==> src/rtl/uart_arb_pkg.sv <==
// rtl/uart_arb_pkg.sv - shared types and constants for the uart_tx arbiter
//
// Purpose : arbiter FSM state encoding, tag byte base value, requester limit.
// Ports   : none (package).
package uart_arb_pkg;

  typedef enum logic [2:0] {
    IDLE  = 3'd0,
    TAG   = 3'd1,
    LOAD  = 3'd2,
    GUARD = 3'd3,
    WAIT  = 3'd4
  } arb_state_t;

  // Tag byte is TAG_BASE | grant_index, so the index must fit in the low nibble.
  localparam logic [7:0] TAG_BASE = 8'hF0;
  localparam int         MAX_REQ  = 16;

endpackage

==> src/rtl/uart_rr_pick.sv <==
// rtl/uart_rr_pick.sv - combinational round-robin picker
//
// Purpose : choose the first asserted valid bit scanning upward from
//           last_i+1 (mod N_REQ), wrapping around to last_i itself.
// Ports   : valid_i  [N_REQ]  candidate requesters
//           last_i   [IW]     index granted most recently
//           onehot_o [N_REQ]  one-hot winner, 0 when none valid
//           idx_o    [IW]     binary winner index
//           any_o             at least one valid bit
module uart_rr_pick
  import uart_arb_pkg::*;
#(
  parameter int N_REQ = 2,
  parameter int IW    = (N_REQ > 1) ? $clog2(N_REQ) : 1
) (
  input  logic [N_REQ-1:0] valid_i,
  input  logic [IW-1:0]    last_i,
  output logic [N_REQ-1:0] onehot_o,
  output logic [IW-1:0]    idx_o,
  output logic             any_o
);

  int          c;
  logic [IW-1:0] ci;

  // Scan from the farthest candidate down to the nearest so the nearest
  // valid index after last_i is the final (winning) assignment.
  always_comb begin
    onehot_o = '0;
    idx_o    = '0;
    any_o    = 1'b0;
    c        = 0;
    ci       = '0;
    for (int k = N_REQ; k >= 1; k--) begin
      c  = (int'(last_i) + k) % N_REQ;
      ci = IW'(c);
      if (valid_i[ci]) begin
        onehot_o     = '0;
        onehot_o[ci] = 1'b1;
        idx_o        = ci;
        any_o        = 1'b1;
      end
    end
  end

endmodule

==> src/rtl/uart_tx_arbiter.sv <==
// rtl/uart_tx_arbiter.sv - round-robin arbiter sharing one uart_tx between byte streams
//
// Purpose : grants the serializer to one requester at a time, locked until the
//           packet's last byte or MAX_BURST bytes (0 = packet lock only), and
//           drives uart_tx data/start while honouring its busy flag.
// Macro   : UART_ARB_TAG_EN - when defined, each grant first sends the tag byte
//           8'hF0 | grant_index through the same start/guard/wait sequence.
// Ports   : clk, rstn            clock, synchronous active-low reset
//           req_data  [N_REQ][8] per-requester byte
//           req_valid [N_REQ]    byte available
//           req_last  [N_REQ]    byte ends packet
//           req_ready [N_REQ]    byte accepted when valid & ready
//           grant     [N_REQ]    one-hot owner, 0 when idle
//           tx_data   [8]        byte to uart_tx
//           tx_start             one-cycle start pulse to uart_tx
//           tx_busy              uart_tx busy (may rise a cycle after start)
//           arb_busy             arbiter not idle
module uart_tx_arbiter
  import uart_arb_pkg::*;
#(
  parameter int N_REQ     = 2,
  parameter int MAX_BURST = 16
) (
  input  logic                  clk,
  input  logic                  rstn,
  input  logic [N_REQ-1:0][7:0] req_data,
  input  logic [N_REQ-1:0]      req_valid,
  input  logic [N_REQ-1:0]      req_last,
  output logic [N_REQ-1:0]      req_ready,
  output logic [N_REQ-1:0]      grant,
  output logic [7:0]            tx_data,
  output logic                  tx_start,
  input  logic                  tx_busy,
  output logic                  arb_busy
);

  localparam int            IW        = (N_REQ > 1) ? $clog2(N_REQ) : 1;
  localparam int            BW        = (MAX_BURST > 0) ? $clog2(MAX_BURST + 1) : 1;
  localparam logic [BW-1:0] BURST_LIM = BW'(MAX_BURST);

  arb_state_t       state_q, state_d;
  logic [N_REQ-1:0] grant_q, grant_d;
  logic [IW-1:0]    gidx_q, gidx_d;
  logic [IW-1:0]    last_grant_q, last_grant_d;
  logic [BW-1:0]    beat_q, beat_d;
  logic             last_flag_q, last_flag_d;
  logic [7:0]       tx_data_q, tx_data_d;
  logic             tx_start_q, tx_start_d;

  logic [N_REQ-1:0] pick_onehot;
  logic [IW-1:0]    pick_idx;
  logic             pick_any;

  uart_rr_pick #(
    .N_REQ(N_REQ),
    .IW   (IW)
  ) u_pick (
    .valid_i (req_valid),
    .last_i  (last_grant_q),
    .onehot_o(pick_onehot),
    .idx_o   (pick_idx),
    .any_o   (pick_any)
  );

  logic accept;
  logic burst_hit;

  assign req_ready = (state_q == LOAD && !tx_busy) ? grant_q : '0;
  assign accept    = (state_q == LOAD) && !tx_busy && req_valid[gidx_q];
  assign burst_hit = (MAX_BURST != 0) && (beat_q == BURST_LIM);

  always_comb begin
    state_d      = state_q;
    grant_d      = grant_q;
    gidx_d       = gidx_q;
    last_grant_d = last_grant_q;
    beat_d       = beat_q;
    last_flag_d  = last_flag_q;
    tx_data_d    = tx_data_q;
    tx_start_d   = 1'b0;
    unique case (state_q)
      IDLE: begin
        if (pick_any) begin
          grant_d = pick_onehot;
          gidx_d  = pick_idx;
          beat_d  = '0;
`ifdef UART_ARB_TAG_EN
          state_d = TAG;
`else
          state_d = LOAD;
`endif
        end
      end
`ifdef UART_ARB_TAG_EN
      TAG: begin
        // Tag goes out like a data byte but never ends the grant or counts.
        if (!tx_busy) begin
          tx_data_d   = TAG_BASE | 8'(gidx_q);
          tx_start_d  = 1'b1;
          last_flag_d = 1'b0;
          state_d     = GUARD;
        end
      end
`endif
      LOAD: begin
        // Valid low keeps the grant: a packet is never split by a stall.
        if (accept) begin
          tx_data_d   = req_data[gidx_q];
          tx_start_d  = 1'b1;
          beat_d      = beat_q + BW'(1);
          last_flag_d = req_last[gidx_q];
          state_d     = GUARD;
        end
      end
      GUARD: begin
        // uart_tx may raise busy only now; ignore busy for this one cycle.
        state_d = WAIT;
      end
      WAIT: begin
        if (!tx_busy) begin
          if (last_flag_q || burst_hit) begin
            grant_d      = '0;
            last_grant_d = gidx_q;
            state_d      = IDLE;
          end else begin
            state_d = LOAD;
          end
        end
      end
      default: state_d = IDLE;
    endcase
  end

  always_ff @(posedge clk) begin
    if (!rstn) begin
      state_q      <= IDLE;
      grant_q      <= '0;
      gidx_q       <= '0;
      last_grant_q <= IW'(N_REQ - 1);
      beat_q       <= '0;
      last_flag_q  <= 1'b0;
      tx_data_q    <= '0;
      tx_start_q   <= 1'b0;
    end else begin
      state_q      <= state_d;
      grant_q      <= grant_d;
      gidx_q       <= gidx_d;
      last_grant_q <= last_grant_d;
      beat_q       <= beat_d;
      last_flag_q  <= last_flag_d;
      tx_data_q    <= tx_data_d;
      tx_start_q   <= tx_start_d;
    end
  end

  assign grant    = grant_q;
  assign tx_data  = tx_data_q;
  assign tx_start = tx_start_q;
  assign arb_busy = (state_q != IDLE);

endmodule

==> config.mk <==
export PLATFORM = sky130hd
export DESIGN_NAME = uart_tx_arbiter
export DESIGN_NICKNAME = d
export VERILOG_FILES = /design/src/rtl/uart_arb_pkg.sv /design/src/rtl/uart_rr_pick.sv /design/src/rtl/uart_tx_arbiter.sv
export SDC_FILE = /design/constraint.sdc
export NUM_CORES = 1
export LEC_CHECK = 0
export CAP_MARGIN = 0
export CORE_ASPECT_RATIO = 0.9
export CORE_UTILIZATION = 25
export CTS_BUF_LIST = sky130_fd_sc_hd__clkbuf_16
export DETAILED_ROUTE_END_ITERATION = 12
export SYNTH_ARGS = -nofsm -noshare
export SYNTH_HDL_FRONTEND = slang
export SYNTH_SLANG_ARGS = --single-unit
==> constraint.sdc <==
create_clock -name clk -period 1.8 [get_ports clk]
set_clock_uncertainty 0.05 [all_clocks]
set_input_delay 0.18 -clock clk [delete_from_list [all_inputs] [get_ports clk]]
set_output_delay 0.18 -clock clk [all_outputs]
set_load 0.02 [all_outputs]
==> metrics.csv, run 1 <==
stage,metric,value,unit
sta,hold_violations,0,
die,fp-row-count,22,
synth,ys.flop_type,dfxtp_1,
routing,wirelength,2.541,mm
synth,netlist_area,0.001120,mm^2
clocking,numCtsBuffers,3,
finish,layoutNonFillerInstCount,223,
worst_setup_path,cp.required,1570,ps
finish,seq_area,440.4,um^2
synth,ys_ff_latch,22,
sta,slew_headroom,64.01,%
global_route,grt_max_degree,21,
clocking,cts_setup_buffers,0,
sta,fin_tns_setup,0,ps
synth,syn_area_per_cell,9.332,um^2
worst_setup_path,cp-startpoint,tx_busy,
outcome,status,finished clean,
die,chipHeight,65.49,um
routing,wl_per_cell,11.39,um
sta,setup_ws,181.8,ps
finish,n_fill_cell,438,
worst_setup_path,startpoint_type,primary input,
sta,rsz0062_at_grt,no,
die,dieArea,0.004751,mm^2
synth,synthCells,120,
die,initial_core_util,26.76,%
global_route,gr-total-overflow,0,
sta,report.final.setup_viol,0,
place,gp_congestion,0.8414,
hold_path,hp-class,register to register,
worst_setup_path,ff2ff_path_depth,5,
global_route,grt_pass1_vias,1021,
finish,num_antenna_cells,0,
pwr,p_leak,0.0007342,uW
routing,vias,1036,
clocking,htree_levels,1,
synth,async_flop_share,0,%
clocking,tritoncts,done,
routing,first_pass_iters,4,
global_route,grt_pass1_wl,4.388,mm
finish,multi_input_area,614.3,um^2
synth,synth_cell_types,33,
sta,max_clock_freq,0.6180,GHz
place,place.port_buffers,36,
place,place_inst,219,
pwr,ir_worst_vdd,0.3061,mV
worst_setup_path,crit_type,primary input to output pin,
clocking,path_clk_slew,60,ps
sta,worst_pin_slew,538.2,ps
synth,yosys_warnings,0,
pwr,power.density,740.9,mW/mm^2
clocking,ctsHoldBuffers,0,
hold_path,min_to,beat_q[0],
routing,ant_nets,0,
routing,vias_per_cell,4.646,
finish,layout.nets,189,
clocking,cts_root_buf,clkbuf_16,
place,post-place-ws,-104.6,ps
worst_setup_path,cp-end-kind,output pin,
worst_setup_path,cp.arrival,1390,ps
clocking,clk_latency,250,ps
sta,holdWs,434.1,ps
routing,drcViolationCount,0,
synth,seq_area_frac_synth,39.33,%
clocking,cts_sinks,22,
hold_path,hp-start,beat_q[0],
sta,period_share,89.90,%
synth,synth_edf_count,0,
worst_setup_path,cp_max_fo,3,
place,hpwl,1.920,mm
worst_setup_path,r2r_slack,250,ps
die,die_w,72.55,um
worst_setup_path,rr_endpoint,state_q[1],
clocking,cts_buffer_depth,2,
global_route,antenna_found_initial,0,
routing,drt_first_iter_violations,19,
die,io_pins,37,
finish,syn_to_final_growth,48.16,%
die,core_area,0.004184,mm^2
sta,period_minus_slack,1618,ps
sta,drv_slew,0,
job,cap_violations,0,
synth,synth_nets,145,
worst_setup_path,r2r_start,beat_q[0],
global_route,grt_use_total,11.69,%
hold_path,whs_path_depth,2,
finish,drive_gt1_share,12.27,%
[Yosys cell counts, types with 2 or more instances]
| cell | instances | share of area [%] |
|---|---|---|
| a32oi_1 | 2 | 1.6 |
| and2_1 | 3 | 1.7 |
| and3_1 | 2 | 1.1 |
| buf_6 | 2 | 2.0 |
| clkbuf_1 | 2 | 0.67 |
| dfxtp_1 | 22 | 39 |
| ha_1 | 2 | 2.2 |
| inv_1 | 6 | 2.0 |
| mux2i_1 | 10 | 8.9 |
| nand2_1 | 20 | 6.7 |
| nand3_1 | 8 | 3.6 |
| nand3b_1 | 2 | 1.3 |
| nor2_1 | 4 | 1.3 |
| nor2b_1 | 2 | 1.1 |
| o2111a_1 | 2 | 2.0 |
| o211a_1 | 9 | 8.0 |
| o21ai_0 | 5 | 2.2 |
| o221a_2 | 2 | 2.0 |
[placed cells by master, fill, tap and decap left out, types with 2 or more instances in the layout]
cell type        netlist  final
o2111a_1               2      2
ha_1                   2      2
mux2i_1               10     10
buf_4                  1      9
inv_1                  6      6
o21ai_0                5      5
a32oi_1                2      2
nand3_1                8      8
and2_1                 3      3
dfxtp_1               22     22
and3_1                 2      2
clkdlybuf4s50_1        0     33
nand3b_1               2      2
o211a_1                9      9
nor2b_1                2      2
clkbuf_16              0      3
dlygate4sd2_1          0      2
o221a_2                2      2
nand2_1               20     20
nor2_1                 4      4
[kinds of logic after synthesis]
family,synth area share [%]
buffers and inverters,5.810
DFF,39.33
and+or+nand+nor,23.02
muxes,9.944
AOI/OAI and AO/OA,19.67
adders and majority gates,2.234
[metal layers]
metal	global-route usage [%]	wire [um]	vias up
li1	-	-	516
met1	14.35	1159	480
met2	19.39	1192	38
met3	3.067	178	2
met4	4.657	11	0
met5	0	0	-
[where the power goes]
part	internal, uW	total [uW]	switching (uW)	leakage (uW)
sequential	508	522	13.2	0.000179
clock	296	473	177	0.0000385
combinational	129	234	105	0.000516
total	934	1230	295	0.000734
[worst max-delay path, stage by stage]
cell and delay (ps):
clkdlybuf4s50_1 460, nor4b_4 270, and2_1 160, dlygate4sd2_1 320
[sequential cells by signal (all words and copies together), names as in the netlist]
register,cells
last_flag_q,1
state_q,3
beat_q,5
last_grant_q,1
grant,2
tx_data,8
tx_start,1
gidx_q,1
[how the worst max path moves through the flow]
stage                   end  slack (ps)
2_1_floorplan  last_grant_q         390
3_3_place_gp   req_ready[0]         -80
3_5_place_dp   req_ready[1]        -100
4_1_cts            arb_busy           8
5_1_grt        req_ready[0]         100
6_report       req_ready[0]         180
[repair_timing]
item | 4_1_cts | 5_1_grt
setup endpoints to repair | 2 | 1
gates resized for setup | 2 | 1
cloned | 0 | 0
[final cells by class]
class	instances	share of cell area [%]
Clock buffer	3	4.525
Clock inverter	1	0.2262
Inverter	6	1.357
Multi-Input combinational cell	86	37.03
Sequential cell	22	26.55
Tap cell	60	4.525
Timing Repair Buffer	45	25.79
[metrics by stage]
| step | utilization, % | power [uW] | area (um^2) |
|---|---|---|---|
| after floorplan | - | 647.3 | 1120 |
| after global placement | 37.77 | 764.9 | 1580 |
| after detailed placement | 37.77 | 768.3 | 1580 |
| after CTS | 39.59 | 1245 | 1657 |
| after global routing | 39.65 | 1291 | 1659 |
| final | 39.65 | 1229 | 1659 |
Note: power is estimated with default switching activity, not from simulation.
==> run 2, diff against run 1 <==
--- a/config.mk
+++ b/config.mk
@@ -7,9 +7,11 @@
 export LEC_CHECK = 0
 export CAP_MARGIN = 0
 export CORE_ASPECT_RATIO = 0.9
+export CORE_MARGIN = 10
 export CORE_UTILIZATION = 25
 export CTS_BUF_LIST = sky130_fd_sc_hd__clkbuf_16
 export DETAILED_ROUTE_END_ITERATION = 12
 export SYNTH_ARGS = -nofsm -noshare
 export SYNTH_HDL_FRONTEND = slang
+export SYNTH_HIERARCHICAL = 1
 export SYNTH_SLANG_ARGS = --single-unit
==> run 2 against run 1 <==
  * Power is 5.1% higher
  * First-iteration DRC count rose to 3.9 times the previous value
  * Combinational power rose by 21%
  * Register-to-register slack about the same
  * Flip-flop and latch count is the same
  * Largest cell class unchanged
  * Clock-buffer cell count unchanged
  * Sequential power up 3%
  * Final cell count up 8.1%
==> metrics.csv, run 2 <==
stage,metric,value,unit,change
clocking,cts_buffer_depth,2,,unchanged
pwr,p_int,964.0,uW,+3.2%
global_route,antenna_found_initial,0,,unchanged
worst_setup_path,cp.required,1570,ps,about the same
synth,syn_area_per_cell,9.537,um^2,+2.2%
clocking,cts_setup_buffers,0,,unchanged
synth,yosys_warnings,6,,+6
finish,largest_reg_flops,8,,unchanged
synth,yosysTopAreaCell,dfxtp_1,,
pwr,power.switching,327.6,uW,+11%
routing,vias_per_cell,4.768,,+2.6%
sta,max_clock_freq,0.5978,GHz,-3.3%
sta,report.final.setup_viol,0,,unchanged
place,gp_congestion,0.8119,,-3.5%
synth,ys.flop_type,dfxtp_1,,
pwr,p_clk_share,36.3,%,-2.2 points
synth,synth_cell_types,41,,+24%
die,fp-row-count,24,,+9.1%
routing,wirelength,3.329,mm,+31%
sta,worst_pin_slew,321.4,ps,-216.8 ps
clocking,numCtsBuffers,3,,unchanged
finish,final_cell_mix,"clkdlybuf4s50_1 (33), dfxtp_1 (22), buf_4 (15)",,
global_route,grt_use_total,8.174,%,-3.5 points
place,place.port_buffers,36,,unchanged
synth,synth_top_area_share,34.21,%,-5.1 points
die,io_pins,37,,unchanged
synth,synth_most_common_cell,dfxtp_1,,
finish,num_antenna_cells,0,,unchanged
routing,vias,1149,,+11%
worst_setup_path,critical-path-max-stage-delay,350,ps,-110 ps
die,initial_core_util,26.14,%,-0.62 points
die,chipHeight,88.08,um,+34%
routing,wl_per_cell,13.81,um,+21%
clocking,cts_sinks,22,,unchanged
worst_setup_path,cp-end-kind,output pin,,
sta,slew_headroom,78.30,%,+14 points
worst_setup_path,startpoint_type,register,,
synth,seq_area_frac_synth,34.21,%,-5.1 points
clocking,htree_levels,1,,unchanged
clocking,cts_root_buf,clkbuf_16,,
sta,rsz0062_at_grt,no,,
clocking,tritoncts,done,,
worst_setup_path,cp_max_fo,12,,+9
routing,drcViolationCount,0,,unchanged
pwr,sequentialPowerShare,41.6,%,-0.8 points
die,dieArea,0.008424,mm^2,+77%
finish,syn_to_final_growth,42.86,%,
outcome,status,finished clean,,
synth,synth_nets,160,,+10%
global_route,grt_max_degree,25,,+19%
sta,period_share,92.94,%,+3.0 points
die,core_area,0.004925,mm^2,+18%
worst_setup_path,crit_family,buffers and inverters,,
finish,final_cell_area,0.001839,mm^2,+11%
worst_setup_path,crit_type,register to output pin,,
finish,final_common_cell,clkdlybuf4s50_1,,
global_route,grt_pass1_wl,5.630,mm,+28%
place,place_area,0.001768,mm^2,+12%
finish,drive_gt1_share,13.64,%,+1.4 points
pwr,swShare,25.36,%,+1.3 points
synth,ys_ff_latch,22,,unchanged
sta,drv_slew,0,,unchanged
pwr,comb_power_share,22.0,%,+3.0 points
worst_setup_path,cp.arrival,1440,ps,+50 ps
routing,drt_first_iter_violations,75,,+56
worst_setup_path,path_buf_inv,2,,unchanged
clocking,clk_latency,250,ps,about the same
synth,synth_top_cells_by_area,"dfxtp_1 (34%), mux2i_1 (10%), o211a_1 (7.0%)",,
global_route,gr-total-overflow,0,,unchanged
synth,synthCells,135,,+13%
finish,layoutNonFillerInstCount,241,,+8.1%
global_route,grt_pass1_vias,1191,,+17%
finish,layout.nets,203,,+7.4%
sta,hold_violations,0,,unchanged
pwr,power.density,702.2,mW/mm^2,-5.2%
synth,async_flop_share,0,%,unchanged
pwr,p_leak,0.0007880,uW,+7.3%
synth,synth_edf_count,0,,unchanged
worst_setup_path,crit_path_top_delay_cell,or3_1,,
pwr,ir_worst_vdd,0.4409,mV,+44%
place,place_inst,238,,+8.7%
pwr,power,1292,uW,+5.1%
die,die_w,95.65,um,+32%
sta,holdWs,436.6,ps,+2.533 ps
sta,period_minus_slack,1673,ps,+54.75 ps
synth,netlist_area,0.001287,mm^2,+15%
worst_setup_path,crit_chain,"buf_4, or3_1, dlygate4sd2_1",,
synth,synth_common_cells,"dfxtp_1 (22), mux2i_1 (13), nand3_1 (9), o211a_1 (9), inv_1 (7)",,
job,cap_violations,0,,unchanged
routing,ant_nets,0,,unchanged
routing,first_pass_iters,4,,unchanged
place,hpwl,2.486,mm,+30%
hold_path,hp-class,register to register,,
clocking,path_clk_slew,60,ps,about the same
## run 2: final cells by class
cell class                 instances  area [um^2]
fill                             519         3085
multi-input combinational         93        747.0
timing repair buffer              51        469.2
inverter                           7        26.28
clock buffer                       3        75.07
tap                               65        81.33
sequential                        22        440.4
## run 2: final timing paths
kind / startpoint / endpoint / slack [ps] / cells past startpoint
min: grant[0] / grant[0] / 440 / 2
max reg2reg: state_q[2] / gidx_q / 240 / 5
min reg2reg: grant[0] / grant[0] / 440 / 2
max: state_q[2] / arb_busy / 130 / 3
## run 2: tightest hold or removal path, stage by stage, from the launching register on
cell and delay [ps]:
dfxtp_1 320, nand2_1 60, o22ai_1 60
## run 2: per-layer routing
layer / up-vias / wire length, um / track usage [%]
met2: 40 / 1402 / 11.69
met1: 524 / 1518 / 10.48
met5: - / 0 / 0
met4: 0 / 8 / 1.339
met3: 2 / 399 / 4.790
li1: 583 / - / -
## run 2: cell families (layout without fill, tap and decap cells)
group / Yosys count / in the layout / synth area share [%]
flip-flops: 22 / 22 / 34.21
multiplexers: 14 / 14 / 11.27
AO/OA/AOI/OAI: 30 / 30 / 20.51
adder cells (fa/ha/maj): 2 / 2 / 1.943
buffers and inverters: 20 / 61 / 7.775
AND/OR/NAND/NOR: 47 / 47 / 24.30
## run 2: per-stage QoR
step	setup slack, ps	util (%)	setup TNS, ps
3_3_place_gp	-143.5	35.90	-275.5
5_1_grt	65.63	37.35	0
4_1_cts	120.3	37.35	0
2_1_floorplan	341.9	-	0
3_5_place_dp	-140.1	35.90	-267.1
6_report	127.1	37.35	0
## run 2: power groups by stage
stage	combinational [uW]	clock, uW	sequential [uW]
2_1_floorplan	140	0	562
3_3_place_gp	287	0	548
3_5_place_dp	289	0	548
4_1_cts	288	477	538
5_1_grt	315	500	542
6_report	284	469	538
## run 2: repair_timing
action,in CTS,in global routing
setup endpoints to repair,3,0
hold buffers,0,0
gates resized for setup,3,0
